`src/rtl/imm_pkg.sv`:
```
// ----------------------------------------------------------------------------
// imm_pkg: shared types and constants for the ID-stage immediate controller.
//   - imm_mode_e : extension mode carried with every result (NONE/SIGN/ZERO/LUI)
//   - state_e    : occupancy of the two-entry output/skid buffer
//   - OP_*       : primary opcode constants (instr[31:26])
//   - entry_t    : one buffered result; grows a branch-target field when
//                  IMM_BRANCH_TARGET_EN is defined
//   - op2mode()  : opcode -> extension mode
// ----------------------------------------------------------------------------
package imm_pkg;

  localparam int DATA_W = 32;  // instruction / immediate width (32 only)
  localparam int DEPTH  = 2;   // output reg + skid reg

  typedef enum logic [1:0] {
    IMM_NONE = 2'b00,
    IMM_SIGN = 2'b01,
    IMM_ZERO = 2'b10,
    IMM_LUI  = 2'b11
  } imm_mode_e;

  typedef enum logic [1:0] {
    ST_EMPTY = 2'd0,
    ST_ONE   = 2'd1,
    ST_TWO   = 2'd2
  } state_e;

  localparam logic [5:0] OP_RTYPE = 6'h00;
  localparam logic [5:0] OP_J     = 6'h02;
  localparam logic [5:0] OP_JAL   = 6'h03;
  localparam logic [5:0] OP_BEQ   = 6'h04;
  localparam logic [5:0] OP_BNE   = 6'h05;
  localparam logic [5:0] OP_ADDI  = 6'h08;
  localparam logic [5:0] OP_ADDIU = 6'h09;
  localparam logic [5:0] OP_SLTI  = 6'h0A;
  localparam logic [5:0] OP_SLTIU = 6'h0B;
  localparam logic [5:0] OP_ANDI  = 6'h0C;
  localparam logic [5:0] OP_ORI   = 6'h0D;
  localparam logic [5:0] OP_XORI  = 6'h0E;
  localparam logic [5:0] OP_LUI   = 6'h0F;
  localparam logic [5:0] OP_LB    = 6'h20;
  localparam logic [5:0] OP_LH    = 6'h21;
  localparam logic [5:0] OP_LW    = 6'h23;
  localparam logic [5:0] OP_LBU   = 6'h24;
  localparam logic [5:0] OP_LHU   = 6'h25;
  localparam logic [5:0] OP_SB    = 6'h28;
  localparam logic [5:0] OP_SH    = 6'h29;
  localparam logic [5:0] OP_SW    = 6'h2B;

  typedef struct packed {
    logic [DATA_W-1:0] imm;
    imm_mode_e         mode;
`ifdef IMM_BRANCH_TARGET_EN
    logic [DATA_W-1:0] br_tgt;
`endif
  } entry_t;

  function automatic imm_mode_e op2mode(input logic [5:0] op);
    case (op)
      OP_BEQ, OP_BNE, OP_ADDI, OP_ADDIU, OP_SLTI, OP_SLTIU,
      OP_LB, OP_LH, OP_LW, OP_LBU, OP_LHU, OP_SB, OP_SH, OP_SW:
        return IMM_SIGN;
      OP_ANDI, OP_ORI, OP_XORI:
        return IMM_ZERO;
      OP_LUI:
        return IMM_LUI;
      default:
        return IMM_NONE;
    endcase
  endfunction

endpackage

```
`src/rtl/imm_ext_ctrl_if.sv`:
```
// ----------------------------------------------------------------------------
// imm_ext_ctrl_if: IF/ID -> controller -> ID/EX handshake bundle.
//   in_valid/in_ready/ifid_out : instruction side (valid/ready)
//   out_valid/out_ready        : result side (valid/ready)
//   imm_out/mode_out/imm_used  : result payload
//   pc_plus4/br_target_out     : only with IMM_BRANCH_TARGET_EN
// modport master = producer/consumer environment, slave = the controller.
// ----------------------------------------------------------------------------
interface imm_ext_ctrl_if;
  import imm_pkg::*;

  logic              in_valid;
  logic              in_ready;
  logic [DATA_W-1:0] ifid_out;
  logic              out_valid;
  logic              out_ready;
  logic [DATA_W-1:0] imm_out;
  logic [1:0]        mode_out;
  logic              imm_used;
`ifdef IMM_BRANCH_TARGET_EN
  logic [DATA_W-1:0] pc_plus4;
  logic [DATA_W-1:0] br_target_out;

  modport master (output in_valid, ifid_out, out_ready, pc_plus4,
                  input  in_ready, out_valid, imm_out, mode_out, imm_used, br_target_out);
  modport slave  (input  in_valid, ifid_out, out_ready, pc_plus4,
                  output in_ready, out_valid, imm_out, mode_out, imm_used, br_target_out);
`else
  modport master (output in_valid, ifid_out, out_ready,
                  input  in_ready, out_valid, imm_out, mode_out, imm_used);
  modport slave  (input  in_valid, ifid_out, out_ready,
                  output in_ready, out_valid, imm_out, mode_out, imm_used);
`endif
endinterface

```
`src/rtl/imm_decode.sv`:
```
// ----------------------------------------------------------------------------
// imm_decode: combinational opcode decode and immediate formation.
//   i_instr    in  32  instruction word
//   i_pc_plus4 in  32  PC+4 of the instruction (IMM_BRANCH_TARGET_EN only)
//   o_entry    out     {imm, mode[, br_tgt]} ready to be buffered
// ----------------------------------------------------------------------------
module imm_decode
  import imm_pkg::*;
(
  input  logic [DATA_W-1:0] i_instr,
`ifdef IMM_BRANCH_TARGET_EN
  input  logic [DATA_W-1:0] i_pc_plus4,
`endif
  output entry_t            o_entry
);

  logic [DATA_W-1:0] w_sext;
  imm_mode_e         w_mode;
  logic              w_unused;

  // rs/rt fields carry no immediate information
  assign w_unused = ^i_instr[25:16];
  assign w_mode   = op2mode(i_instr[31:26]);
  assign w_sext   = {{16{i_instr[15]}}, i_instr[15:0]};

  always_comb begin
    o_entry      = '0;
    o_entry.mode = w_mode;
    case (w_mode)
      IMM_SIGN: o_entry.imm = w_sext;
      IMM_ZERO: o_entry.imm = {16'h0, i_instr[15:0]};
      IMM_LUI:  o_entry.imm = {i_instr[15:0], 16'h0};
      default:  o_entry.imm = '0;
    endcase
`ifdef IMM_BRANCH_TARGET_EN
    // target is formed on entry so only one adder exists, ahead of the buffer
    if (i_instr[31:26] == OP_BEQ || i_instr[31:26] == OP_BNE)
      o_entry.br_tgt = i_pc_plus4 + {w_sext[DATA_W-3:0], 2'b00};
`endif
  end

endmodule

```
`src/rtl/imm_ext_ctrl.sv`:
```
// ----------------------------------------------------------------------------
// imm_ext_ctrl: ID-stage immediate controller with a 2-entry skid buffer.
//   clk    in  rising-edge clock
//   rst_n  in  synchronous reset, active low
//   flush  in  drop every buffered entry and any same-cycle input
//   bus    imm_ext_ctrl_if.slave (valid/ready in, valid/ready out, payload)
// Optional: IMM_BRANCH_TARGET_EN adds pc_plus4 / br_target_out on the bus.
// Result appears one cycle after acceptance; in_ready is a register, so it
// never depends combinationally on out_ready.
// ----------------------------------------------------------------------------
module imm_ext_ctrl
  import imm_pkg::*;
(
  input  logic           clk,
  input  logic           rst_n,
  input  logic           flush,
  imm_ext_ctrl_if.slave  bus
);

  state_e r_state, w_state_nxt;
  entry_t r_out, r_skid, w_dec;
  logic   r_in_ready;
  logic   w_in_xfer, w_out_xfer;
  logic   w_ld_out_dec, w_ld_out_skid, w_ld_skid;

  imm_decode u_dec (
    .i_instr    (bus.ifid_out),
`ifdef IMM_BRANCH_TARGET_EN
    .i_pc_plus4 (bus.pc_plus4),
`endif
    .o_entry    (w_dec)
  );

  assign w_in_xfer  = bus.in_valid  & r_in_ready;
  assign w_out_xfer = bus.out_ready & (r_state != ST_EMPTY);

  always_comb begin
    w_state_nxt   = r_state;
    w_ld_out_dec  = 1'b0;
    w_ld_out_skid = 1'b0;
    w_ld_skid     = 1'b0;
    if (flush) begin
      w_state_nxt = ST_EMPTY;
    end else begin
      case (r_state)
        ST_EMPTY: if (w_in_xfer) begin
          w_state_nxt  = ST_ONE;
          w_ld_out_dec = 1'b1;
        end
        ST_ONE: case ({w_in_xfer, w_out_xfer})
          2'b11: w_ld_out_dec = 1'b1;
          2'b10: begin
            w_ld_skid   = 1'b1;
            w_state_nxt = ST_TWO;
          end
          2'b01: w_state_nxt = ST_EMPTY;
          default: ;
        endcase
        // skid always drains behind the output entry, preserving order
        ST_TWO: if (w_out_xfer) begin
          w_ld_out_skid = 1'b1;
          w_state_nxt   = ST_ONE;
        end
        default: w_state_nxt = ST_EMPTY;
      endcase
    end
  end

  always_ff @(posedge clk) begin
    if (!rst_n) begin
      r_state    <= ST_EMPTY;
      r_in_ready <= 1'b0;
    end else begin
      r_state    <= w_state_nxt;
      r_in_ready <= (w_state_nxt != ST_TWO);
    end
  end

  always_ff @(posedge clk) begin
    if (!rst_n) begin
      r_out  <= '0;
      r_skid <= '0;
    end else begin
      if (w_ld_out_dec)       r_out <= w_dec;
      else if (w_ld_out_skid) r_out <= r_skid;
      if (w_ld_skid)          r_skid <= w_dec;
    end
  end

  assign bus.in_ready  = r_in_ready;
  assign bus.out_valid = (r_state != ST_EMPTY);
  assign bus.imm_out   = r_out.imm;
  assign bus.mode_out  = r_out.mode;
  assign bus.imm_used  = (r_out.mode != IMM_NONE);
`ifdef IMM_BRANCH_TARGET_EN
  assign bus.br_target_out = r_out.br_tgt;
`endif

endmodule

```
`src/flat_wrapper.sv`:
```
// flat-port wrapper written by rule: the top's interface ports become plain ports
module imm_ext_ctrl_flat import imm_pkg::*;
  (clk, rst_n, flush, bus_in_valid, bus_ifid_out, bus_out_ready, bus_in_ready, bus_out_valid, bus_imm_out, bus_mode_out, bus_imm_used);
  imm_ext_ctrl_if bus_i ();
  input  logic clk;
  input  logic rst_n;
  input  logic flush;
  input wire logic [$bits(bus_i.in_valid)-1:0] bus_in_valid;
  input wire logic [$bits(bus_i.ifid_out)-1:0] bus_ifid_out;
  input wire logic [$bits(bus_i.out_ready)-1:0] bus_out_ready;
  output wire logic [$bits(bus_i.in_ready)-1:0] bus_in_ready;
  output wire logic [$bits(bus_i.out_valid)-1:0] bus_out_valid;
  output wire logic [$bits(bus_i.imm_out)-1:0] bus_imm_out;
  output wire logic [$bits(bus_i.mode_out)-1:0] bus_mode_out;
  output wire logic [$bits(bus_i.imm_used)-1:0] bus_imm_used;
  assign bus_i.in_valid = bus_in_valid;
  assign bus_i.ifid_out = bus_ifid_out;
  assign bus_i.out_ready = bus_out_ready;
  assign bus_in_ready = bus_i.in_ready;
  assign bus_out_valid = bus_i.out_valid;
  assign bus_imm_out = bus_i.imm_out;
  assign bus_mode_out = bus_i.mode_out;
  assign bus_imm_used = bus_i.imm_used;
  imm_ext_ctrl u_core (.clk(clk), .rst_n(rst_n), .flush(flush), .bus(bus_i));
endmodule
```
`config.mk`:
```
export PLATFORM = sky130hd
export DESIGN_NAME = imm_ext_ctrl_flat
export DESIGN_NICKNAME = d
export VERILOG_FILES = /design/src/rtl/imm_pkg.sv /design/src/rtl/imm_ext_ctrl_if.sv /design/src/rtl/imm_decode.sv /design/src/rtl/imm_ext_ctrl.sv /design/src/flat_wrapper.sv
export SDC_FILE = /design/constraint.sdc
export NUM_CORES = 1
export LEC_CHECK = 0
export ABC_AREA = 1
export BUFFER_PORTS_ARGS = -buffer_cell sky130_fd_sc_hd__buf_2
export CORE_MARGIN = 1.5
export CORE_UTILIZATION = 45
export DETAILED_ROUTE_END_ITERATION = 12
export PLACE_DENSITY = 0.7
export SLEW_MARGIN = 15
export SYNTH_ARGS = -nofsm -noshare
export SYNTH_HDL_FRONTEND = slang
export SYNTH_SLANG_ARGS = --single-unit
```
`constraint.sdc`:
```
create_clock -name clk -period 1.33 [get_ports clk]
set_input_delay 0.0665 -clock clk [delete_from_list [all_inputs] [get_ports clk]]
set_output_delay 0.0665 -clock clk [all_outputs]
set_load 0.01 [all_outputs]
```
==> qor.yml, run 1 <==
floorplan:
  fp.dieW_um: 96.0
  start_util: 0.469
  design.die.area_um2: 9210
  die-height_um: 96.0
  rows: 33
  ios: 74
  core_um2: 8300
timing:
  slew_viol_final: 0
  rsz0062_at_grt: "yes"
  slew_headroom: 0.786
  fin_crit_ns: 1.45
  timing.final.crit_share: 1.09
  setup_violations: 42
  fin_ws_ns: -0.115
  timing.fmax_mhz: 692
  finalClockSkew_ns: 0.00764
  hold_viol: 0
  worst_pin_slew_ns: 0.322
  tns_ns: -2.19
hold_path:
  hold_depth: 3
  hp-class: "input port to flop"
detailed_routing:
  drt-pass1-iter-count: 5
  drc: 0
  num_vias: 4020
  wl_per_cell_um: 14.5
  drtAntennaViolNets: 0
  finalWirelength_um: 11100
  vias_per_cell: 5.23
  drtIter0Drc: 274
critical_path:
  cp-start-kind: "flop"
  reg2reg_to: "u_core.bus.imm_out[18]$_SDFFE_PN0P_"
  cp-startpoint: "u_core.r_state[1]$_SDFF_PN0_"
  worstPathArrival_ns: 1.70
  critPathMaxFanout: 6
  end_kind: "flop"
  r2r-start: "u_core.r_state[1]$_SDFF_PN0_"
  reg2reg_slack_ns: -0.12
  critPathKind: "flop to flop"
  required_ns: 1.58
  r2r_cells: 11
  crit_path_end: "u_core.bus.imm_out[18]$_SDFFE_PN0P_"
placement:
  port_buffers: 63
  dpl.cell_count: 745
  dp_hpwl_um: 7160
  placed_cell_area_um2: 4480
  gp_congestion: 0.808
power:
  p_total_mw: 5.26
  p_leak_nw: 2.57
  vdd_drop_max_uv: 669
  power-per-cell-area_nw_per_um2: 1020
layout:
  drive_above_1_share: 0.291
  multi_input_area_um2: 1940
  fillers: 723
  final_nets: 695
  stdcell_area_um2: 5140
  layoutNonFillerInstCount: 768
  areaGrowthSynthToFinish_pct: 32.2
  n_antenna_cell: 0
  mostFrequentLayoutCells: "117 x nand2_1, 104 x inv_1, 80 x nand3_1, 69 x dfxtp_1, 63 x buf_2"
  final_common_cell: "nand2_1"
  seq_area_um2: 1420
run_status:
  violations: "negative setup slack"
  status: "finished, violations left"
logic_synthesis:
  synthCells: 577
  synthesis.nets: 614
  yosys.cell_types.count: 36
  yosys_warnings: 0
  ys_ff_latch: 71
  ys_seq_area_frac: 0.366
  avgSynthCellArea_um2: 6.74
  mappedNetlistArea_um2: 3890
clock_network:
  cts.reportedPaths.clkPinSlew_ns: 0.08
  clk_latency_ns: 0.35
  numCtsBuffers: 9
  cts.sinks: 71
  cts_tree: "yes"
  ctsLongestPathBuffers: 2
  htree_levels: 3
  cts_root_buffer: "clkbuf_8"
global_route:
  grt_pass1_vias: 3691
  grt.overflow.total: 0
  antenna_found_initial: 0
  grt_max_degree: 31
  grt_pass1_wl_um: 17200
  grt_usage: 0.244
flow_run:
  drv_cap: 0
cells in the mapped netlist, drive strengths merged:
cell         count  area, um2
o211ai           1       7.51
nand4            3       55.1
inv            115        437
clkinv          14       53.8
nand2          133        574
nor2             5       45.1
a21oi           62        310
dfxtp           71       1420
a31oi            1       6.26
nand3           94        510
o21ai           37        185
a211oi           1       7.51
o21bai           7       52.6
buf             26        175
dlygate4sd1      1       8.76
or2              1       6.26
clkbuf           5       32.5
cell families after synthesis:
group	synth area share
buf+inv	0.182
simple gates	0.306
compound gates	0.146
flops	0.366
worst min-delay path by stage:
stage | endpoint | slack, ns | startpoint
after floorplan | u_core.r_state[0]$_SDFF_PN0_ | 0.14 | flush
after global placement | u_core.r_state[0]$_SDFF_PN0_ | 0.27 | flush
after detailed placement | u_core.r_state[0]$_SDFF_PN0_ | 0.27 | flush
after CTS | u_core.r_state[0]$_SDFF_PN0_ | 0.02 | bus_out_ready
after global routing | u_core.r_skid[33]$_SDFFE_PN0P_ | 0.04 | bus_ifid_out[15]
final | u_core.r_state[0]$_SDFF_PN0_ | 0.03 | bus_out_ready
cell type report:
cell class / instances / area share
flip-flops and latches: 71 / 0.277
well taps: 105 / 0.0256
multi-input cells: 345 / 0.377
clock inverters: 5 / 0.0248
clock buffers: 11 / 0.0294
inverters: 129 / 0.0988
repair buffers: 102 / 0.167
flip-flops by register name, summed over array words and instances, names as in the netlist:
register / count
u_core.r_skid: 34
u_core.bus.imm_out: 32
u_core.bus.mode_out: 2
u_core.r_state: 2
u_core.bus.in_ready: 1
critical path: stages (launching register included):
cell and delay [ns]:
dfxtp_2 0.35, inv_2 0.06, nor2_4 0.13, nand3_4 0.11
buf_12 0.17, buf_16 0.14, a21oi_1 0.14, o21ai_1 0.07
nand2_1 0.06, inv_1 0.03, nand2_1 0.05, inv_1 0.03
power breakdown:
group | switching, mW | internal (mW) | total (mW)
clock | 0.853 | 1.54 | 2.39
sequential | 0.0322 | 2.17 | 2.21
combinational | 0.401 | 0.263 | 0.664
metal layers:
metal / wire (um) / part of all wire / GRT usage
met3: 801 / 0.072 / 0.0529
met5: 0 / 0 / 0
met1: 4700 / 0.42 / 0.304
met4: 279 / 0.025 / 0.0846
met2: 5360 / 0.48 / 0.413
metrics by stage:
stage	hold slack, ns	util	setup WS [ns]
after floorplan	0.145	-	0.0138
after global placement	0.269	0.540	-0.0299
after detailed placement	0.273	0.540	-0.128
after CTS	0.0183	0.596	-0.0752
after global routing	0.0436	0.619	-0.213
final	0.0255	0.619	-0.115
timing repair:
action                     4_1_cts  5_1_grt
hold endpoints to repair         1        0
hold buffers                     1        0
pin swaps                       11       19
resized for setup               27       38
setup endpoints to repair       44       68
buffers inserted                 1        0
gates cloned                     3        2
Power figures use the tool's default switching activity.
==> run 2: changes to the inputs <==
Clock period 1.33 ns to 1.3 ns, I/O delays scaled along.
==> qor.yml, run 2 (synthesis gave the netlist of run 1 again) <==
floorplan:
  start_util: 0.469  # unchanged
  core_um2: 8300  # unchanged
  design.die.area_um2: 9210  # unchanged
  ios: 74  # unchanged
  die-height_um: 96.0  # unchanged
  fp.dieW_um: 96.0  # unchanged
  rows: 33  # unchanged
detailed_routing:
  wl_per_cell_um: 14.4  # was 14.5 um
  finalWirelength_um: 11200  # was 11100 um
  drt-pass1-iter-count: 6  # was 5
  num_vias: 4009  # was 4020
  vias_per_cell: 5.17  # was 5.23
  drtAntennaViolNets: 0  # unchanged
  drtIter0Drc: 244  # was 274
  drc: 0  # unchanged
critical_path:
  critPathKind: "flop to flop"  # unchanged
  critPathMaxFanout: 7  # was 6
  cp_num_buf_inv: 6  # was 5
  crit_path_frequent_cell: "buf_6"
  cpPeakStageDelay_ns: 0.34  # was 0.35 ns
  reg2reg_slack_ns: -0.08  # was -0.12 ns
  crit_chain: "inv_4 > buf_6 > nand4_4 > inv_8 > buf_6 > clkbuf_16 > nand3_1 > nand2_1 > inv_1"  # was inv_2 > nor2_4 > nand3_4 > buf_12 > buf_16 > a21oi_1 > o21ai_1 > nand2_1 > inv_1 > nand2_1 > inv_1
  end_kind: "flop"  # unchanged
  worstPathArrival_ns: 1.66  # was 1.70 ns
  crit_family: "buffers and inverters"  # unchanged
  cp-start-kind: "flop"  # unchanged
  required_ns: 1.57  # was 1.58 ns
  reg2reg_to: "u_core.bus.imm_out[16]$_SDFFE_PN0P_"  # was u_core.bus.imm_out[18]$_SDFFE_PN0P_
  cp.depth: 9  # was 11
  slowest_stage: "dfxtp_2"  # unchanged
  r2r_cells: 9  # was 11
  r2r-start: "u_core.r_state[1]$_SDFF_PN0_"  # unchanged
hold_path:
  worstHoldEndpoint: "u_core.bus.mode_out[1]$_SDFFE_PN0P_"  # was u_core.r_state[0]$_SDFF_PN0_
  hp-class: "input port to flop"  # unchanged
  hold_depth: 3  # unchanged
  min_from: "rst_n"  # was bus_out_ready
layout:
  drive_above_1_share: 0.325  # was 0.291
  top_register: "u_core.r_skid"  # unchanged
  final_nets: 703  # was 695
  largest_register_ffs: 34  # unchanged
  n_antenna_cell: 0  # unchanged
  areaGrowthSynthToFinish_pct: 34.1  # was 32.2%
  stdcell_area_um2: 5220  # was 5140 um2
  layoutNonFillerInstCount: 776  # was 768
  mostFrequentLayoutCells: "114 x nand2_1, 104 x inv_1, 80 x nand3_1, 68 x dfxtp_1, 63 x buf_2"  # was 117 x nand2_1, 104 x inv_1, 80 x nand3_1, 69 x dfxtp_1, 63 x buf_2
  final_common_cell: "nand2_1"  # unchanged
power:
  p_total_mw: 4.99  # was 5.26 mW
  p_leak_nw: 2.62  # was 2.57 nW
  power-per-cell-area_nw_per_um2: 957  # was 1020 nW/um2
  vdd_drop_max_uv: 530  # was 669 uV
placement:
  dp_hpwl_um: 7010  # was 7160 um
  port_buffers: 63  # unchanged
  gp_congestion: 0.787  # was 0.808
  dpl.cell_count: 742  # was 745
  placed_cell_area_um2: 4470  # was 4480 um2
timing:
  hold_viol: 0  # unchanged
  setup_violations: 30  # was 42
  tns_ns: -0.921  # was -2.19 ns
  rsz0062_at_grt: "yes"  # unchanged
  finalClockSkew_ns: 0.00711  # was 0.00764 ns
  worst_pin_slew_ns: 0.342  # was 0.322 ns
  fin_ws_ns: -0.0849  # was -0.115 ns
  timing.fmax_mhz: 722  # was 692 MHz
  slew_viol_final: 0  # unchanged
  slew_headroom: 0.772  # was 0.786
  timing.final.crit_share: 1.07  # was 1.09
  fin_crit_ns: 1.38  # was 1.45 ns
global_route:
  grt_usage: 0.242  # was 0.244
  grt.overflow.total: 0  # unchanged
  grt_pass1_vias: 3621  # was 3691
  grt_max_degree: 38  # was 31
  antenna_found_initial: 0  # unchanged
  grt_pass1_wl_um: 17000  # was 17200 um
clock_network:
  numCtsBuffers: 9  # unchanged
  cts_tree: "yes"  # unchanged
  htree_levels: 3  # unchanged
  cts.sinks: 71  # unchanged
  clk_latency_ns: 0.36  # was 0.35 ns
  cts.reportedPaths.clkPinSlew_ns: 0.08  # about the same
  ctsLongestPathBuffers: 2  # unchanged
  cts_root_buffer: "clkbuf_8"  # unchanged
flow_run:
  drv_cap: 0  # unchanged
run_status:
  violations: "negative setup slack"  # unchanged
  status: "finished, violations left"  # unchanged
[run 2: cell types whose count changed in the layout (fill, tap and decap cells not counted), sizes merged]
| cell | previous run | this run |
|---|---|---|
| buf | 99 | 105 |
| bufinv | 4 | 2 |
| clkinv | 12 | 8 |
| clkinvlp | 1 | 3 |
| dlygate4sd3 | 1 | 2 |
| inv | 117 | 122 |
[run 2: metrics by stage]
| step | hold slack (ns) | worst slack [ns] | utilization |
|---|---|---|---|
| global placement | 0.260 | -0.0395 | 0.538 |
| global route | 0.0336 | -0.135 | 0.628 |
| detailed placement | 0.268 | -0.0857 | 0.538 |
| CTS | 0.00807 | -0.0413 | 0.591 |
| floorplan | 0.143 | 0.00582 | - |
| finish | 0.00150 | -0.0849 | 0.628 |
[run 2: layer usage]
| metal | wire, um | global-route usage | vias up |
|---|---|---|---|
| li1 | - | - | 1986 |
| met1 | 4620 | 0.299 | 1839 |
| met2 | 5440 | 0.408 | 157 |
| met3 | 816 | 0.0521 | 27 |
| met4 | 291 | 0.0993 | 0 |
| met5 | 0 | 0 | - |
[run 2: final cells by class]
cell class,instances,area (um2)
inverter,129,512
clock buffer,11,141
tap,105,131
clock inverter,5,81.3
timing repair inverter,1,7.51
sequential,71,1430
fill,750,3080
timing repair buffer,109,932
multi-input combinational,345,1980
[run 2: how the worst max path moves through the flow]
stage                                            start                                  end  slack (ns)
after global placement    u_core.r_state[1]$_SDFF_PN0_  u_core.bus.mode_out[1]$_SDFFE_PN0P_       -0.04
after CTS                 u_core.r_state[1]$_SDFF_PN0_       u_core.r_skid[26]$_SDFFE_PN0P_       -0.04
after detailed placement  u_core.r_state[1]$_SDFF_PN0_       u_core.r_skid[26]$_SDFFE_PN0P_       -0.09
after global routing      u_core.r_state[1]$_SDFF_PN0_   u_core.bus.imm_out[9]$_SDFFE_PN0P_       -0.14
final                     u_core.r_state[1]$_SDFF_PN0_  u_core.bus.imm_out[16]$_SDFFE_PN0P_       -0.08
after floorplan           u_core.r_state[0]$_SDFF_PN0_  u_core.bus.imm_out[23]$_SDFFE_PN0P_       0.006
[run 2: report_power, final]
group          internal [mW]  switching [mW]  leakage (nW)
sequential              2.22          0.0314         0.577
clock                   1.13           0.872         0.110
combinational          0.299           0.431          1.93
total                   3.66            1.33          2.62
[run 2: tightest hold or removal path, cell delays in order]
cell,delay (ns)
buf_2,0.13
o21ai_0,0.07
a21oi_1,0.05
[run 2: repair_timing]
| action | 4_1_cts | 5_1_grt |
|---|---|---|
| hold buffers | 2 | 0 |
| setup buffers | 6 | 6 |
| hold endpoints to repair | 1 | 0 |
| resized for setup | 29 | 64 |
| gates cloned | 2 | 3 |
| pin swaps | 1 | 3 |
| setup endpoints to repair | 64 | 65 |
==> run 3: changes to the inputs <==
Settings changed: CTS_BUF_LIST set to sky130_fd_sc_hd__clkbuf_16.
==> qor.yml, run 3 (synthesis gave the netlist of run 1 again) <==
run_status:
  status: "finished, violations left"  # unchanged
  violations: "negative setup slack"  # unchanged
detailed_routing:
  drtAntennaViolNets: 0  # unchanged
  drt-pass1-iter-count: 6  # unchanged
  wl_per_cell_um: 14.8  # was 14.4 um
  finalWirelength_um: 11500  # was 11200 um
  drtIter0Drc: 318  # was 244
  vias_per_cell: 5.33  # was 5.17
  drc: 0  # unchanged
  num_vias: 4132  # was 4009
clock_network:
  htree_levels: 3  # unchanged
  numCtsBuffers: 9  # unchanged
  cts.reportedPaths.clkPinSlew_ns: 0.06  # was 0.08 ns
  clk_latency_ns: 0.33  # was 0.36 ns
  cts_root_buffer: "clkbuf_16"  # was clkbuf_8
  cts.sinks: 71  # unchanged
  cts_tree: "yes"  # unchanged
  ctsLongestPathBuffers: 2  # unchanged
critical_path:
  reg2reg_slack_ns: -0.08  # about the same
  critPathMaxFanout: 7  # unchanged
  crit_chain: "nand2_4 > inv_4 > nand4_4 > buf_12 > clkbuf_16 > a21oi_2 > nand2_1 > inv_1"  # was inv_4 > buf_6 > nand4_4 > inv_8 > buf_6 > clkbuf_16 > nand3_1 > nand2_1 > inv_1
  r2r-start: "u_core.r_state[0]$_SDFF_PN0_"  # was u_core.r_state[1]$_SDFF_PN0_
  cpPeakStageDelay_ns: 0.38  # was 0.34 ns
  cp-start-kind: "flop"  # unchanged
  required_ns: 1.57  # about the same
  worstPathArrival_ns: 1.65  # was 1.66 ns
  critPathKind: "flop to flop"  # unchanged
  end_kind: "flop"  # unchanged
  r2r_cells: 8  # was 9
  slowest_stage: "dfxtp_4"  # was dfxtp_2
  reg2reg_to: "u_core.r_skid[18]$_SDFFE_PN0P_"  # was u_core.bus.imm_out[16]$_SDFFE_PN0P_
timing:
  worst_pin_slew_ns: 0.352  # was 0.342 ns
  timing.fmax_mhz: 726  # was 722 MHz
  rsz0062_at_grt: "yes"  # unchanged
  hold_viol: 0  # unchanged
  slew_headroom: 0.765  # was 0.772
  fin_ws_ns: -0.0777  # was -0.0849 ns
  setup_violations: 60  # was 30
  timing.final.crit_share: 1.06  # was 1.07
  slew_viol_final: 0  # unchanged
  fin_crit_ns: 1.38  # about the same
  tns_ns: -2.39  # was -0.921 ns
  hold_ws_ns: 0.0382  # was 0.00150 ns
  finalClockSkew_ns: 0.00378  # was 0.00711 ns
layout:
  final_nets: 702  # was 703
  largest_register_ffs: 34  # unchanged
  top_register: "u_core.r_skid"  # unchanged
  mostFrequentLayoutCells: "117 x nand2_1, 106 x inv_1, 82 x nand3_1, 68 x dfxtp_1, 63 x buf_2"  # was 114 x nand2_1, 104 x inv_1, 80 x nand3_1, 68 x dfxtp_1, 63 x buf_2
  n_antenna_cell: 0  # unchanged
  post-route-util: 0.642  # was 0.628
  areaGrowthSynthToFinish_pct: 37.1  # was 34.1%
  layoutNonFillerInstCount: 775  # was 776
  final_common_cell: "nand2_1"  # unchanged
  drive_above_1_share: 0.313  # was 0.325
flow_run:
  drv_cap: 0  # unchanged
hold_path:
  worstHoldEndpoint: "u_core.r_state[0]$_SDFF_PN0_"  # was u_core.bus.mode_out[1]$_SDFFE_PN0P_
  min_from: "bus_out_ready"  # was rst_n
  hp-class: "input port to flop"  # unchanged
  hold_depth: 3  # unchanged
power:
  power-per-cell-area_nw_per_um2: 1040  # was 957 nW/um2
  p_switching_mw: 1.37  # was 1.33 mW
  p_seq_frac: 0.407  # was 0.452
  p_leak_nw: 2.65  # was 2.62 nW
  p_sw_frac: 0.248  # was 0.267
  p_clk_frac: 0.467  # was 0.402
  p_int_mw: 4.17  # was 3.66 mW
  vdd_drop_max_uv: 519  # was 530 uV
  combPwrFrac: 0.126  # was 0.146
floorplan:
  die-height_um: 96.0  # unchanged
  design.die.area_um2: 9210  # unchanged
  start_util: 0.469  # unchanged
  core_um2: 8300  # unchanged
  ios: 74  # unchanged
  fp.dieW_um: 96.0  # unchanged
  rows: 33  # unchanged
global_route:
  grt_pass1_vias: 3574  # was 3621
  grt_max_degree: 38  # unchanged
  grt_usage: 0.237  # was 0.242
  antenna_found_initial: 0  # unchanged
  grt.overflow.total: 0  # unchanged
  grt_pass1_wl_um: 16800  # was 17000 um
placement:
  dp_hpwl_um: 7010  # unchanged
  port_buffers: 63  # unchanged
  gp_congestion: 0.787  # unchanged
  dpl.cell_count: 742  # unchanged
  place_ws_ns: -0.0857  # unchanged
-- run 3: cell types whose count changed in the layout (fill, tap and decap cells not counted), sizes merged --
cell         before  now
buf             105  101
clkbuf           13   16
clkinv            8   14
clkinvlp          3    1
dlygate4sd3       2    1
inv             122  119
-- run 3: per-stage QoR --
stage | total power, mW | cell area, um2
after floorplan | 2.69 | 3890
after global placement | 2.90 | 4470
after detailed placement | 2.92 | 4470
after CTS | 5.50 | 4860
after global routing | 5.77 | 5330
final | 5.54 | 5330
-- run 3: worst max path at each step --
stage | slack (ns) | start | to | cells after the start
final | -0.08 | u_core.r_state[0]$_SDFF_PN0_ | u_core.r_skid[18]$_SDFFE_PN0P_ | 8
after CTS | -0.05 | u_core.r_state[1]$_SDFF_PN0_ | u_core.bus.imm_out[5]$_SDFFE_PN0P_ | 11
after detailed placement | -0.09 | u_core.r_state[1]$_SDFF_PN0_ | u_core.r_skid[26]$_SDFFE_PN0P_ | 8
after global routing | -0.17 | u_core.r_state[1]$_SDFF_PN0_ | u_core.bus.imm_out[6]$_SDFFE_PN0P_ | 9
after global placement | -0.04 | u_core.r_state[1]$_SDFF_PN0_ | u_core.bus.mode_out[1]$_SDFFE_PN0P_ | 7
after floorplan | 0.006 | u_core.r_state[0]$_SDFF_PN0_ | u_core.bus.imm_out[23]$_SDFFE_PN0P_ | 10
-- run 3: layout make-up --
type | instances | area (um2)
Fill cell | 709 | 2970
Multi-Input combinational cell | 345 | 1970
Sequential cell | 71 | 1430
Timing Repair Buffer | 109 | 981
Inverter | 129 | 507
Clock buffer | 9 | 225
Tap cell | 105 | 131
Clock inverter | 7 | 88.8
-- run 3: critical path: cells and delay by family, from the launching register on --
| family | cells | cell delay (ns) |
|---|---|---|
| buf+inv | 4 | 0.50 |
| compound gates | 1 | 0.13 |
| simple gates | 3 | 0.32 |
| flops | 1 | 0.38 |
-- run 3: metal layers --
metal | vias to the layer above | global-route usage | part of all wire
li1 | 1995 | - | -
met1 | 1930 | 0.300 | 0.41
met2 | 173 | 0.395 | 0.49
met3 | 34 | 0.0450 | 0.073
met4 | 0 | 0.0907 | 0.026
met5 | - | 0 | 0
-- run 3: repair_timing --
action	CTS	global route
cloned	1	9
pin swaps	0	21
setup endpoints to repair	64	66
buffers inserted	1	5
endpoints found under the hold margin	1	0
resized for setup	15	68
hold buffers	1	0
-- run 3: power groups by stage --
stage,Sequential [mW],Clock (mW),Combinational (mW)
finish,2.26,2.59,0.696
detailed placement,2.30,0,0.618
floorplan,2.32,0,0.364
CTS,2.25,2.62,0.630
global route,2.26,2.75,0.758
global placement,2.30,0,0.603
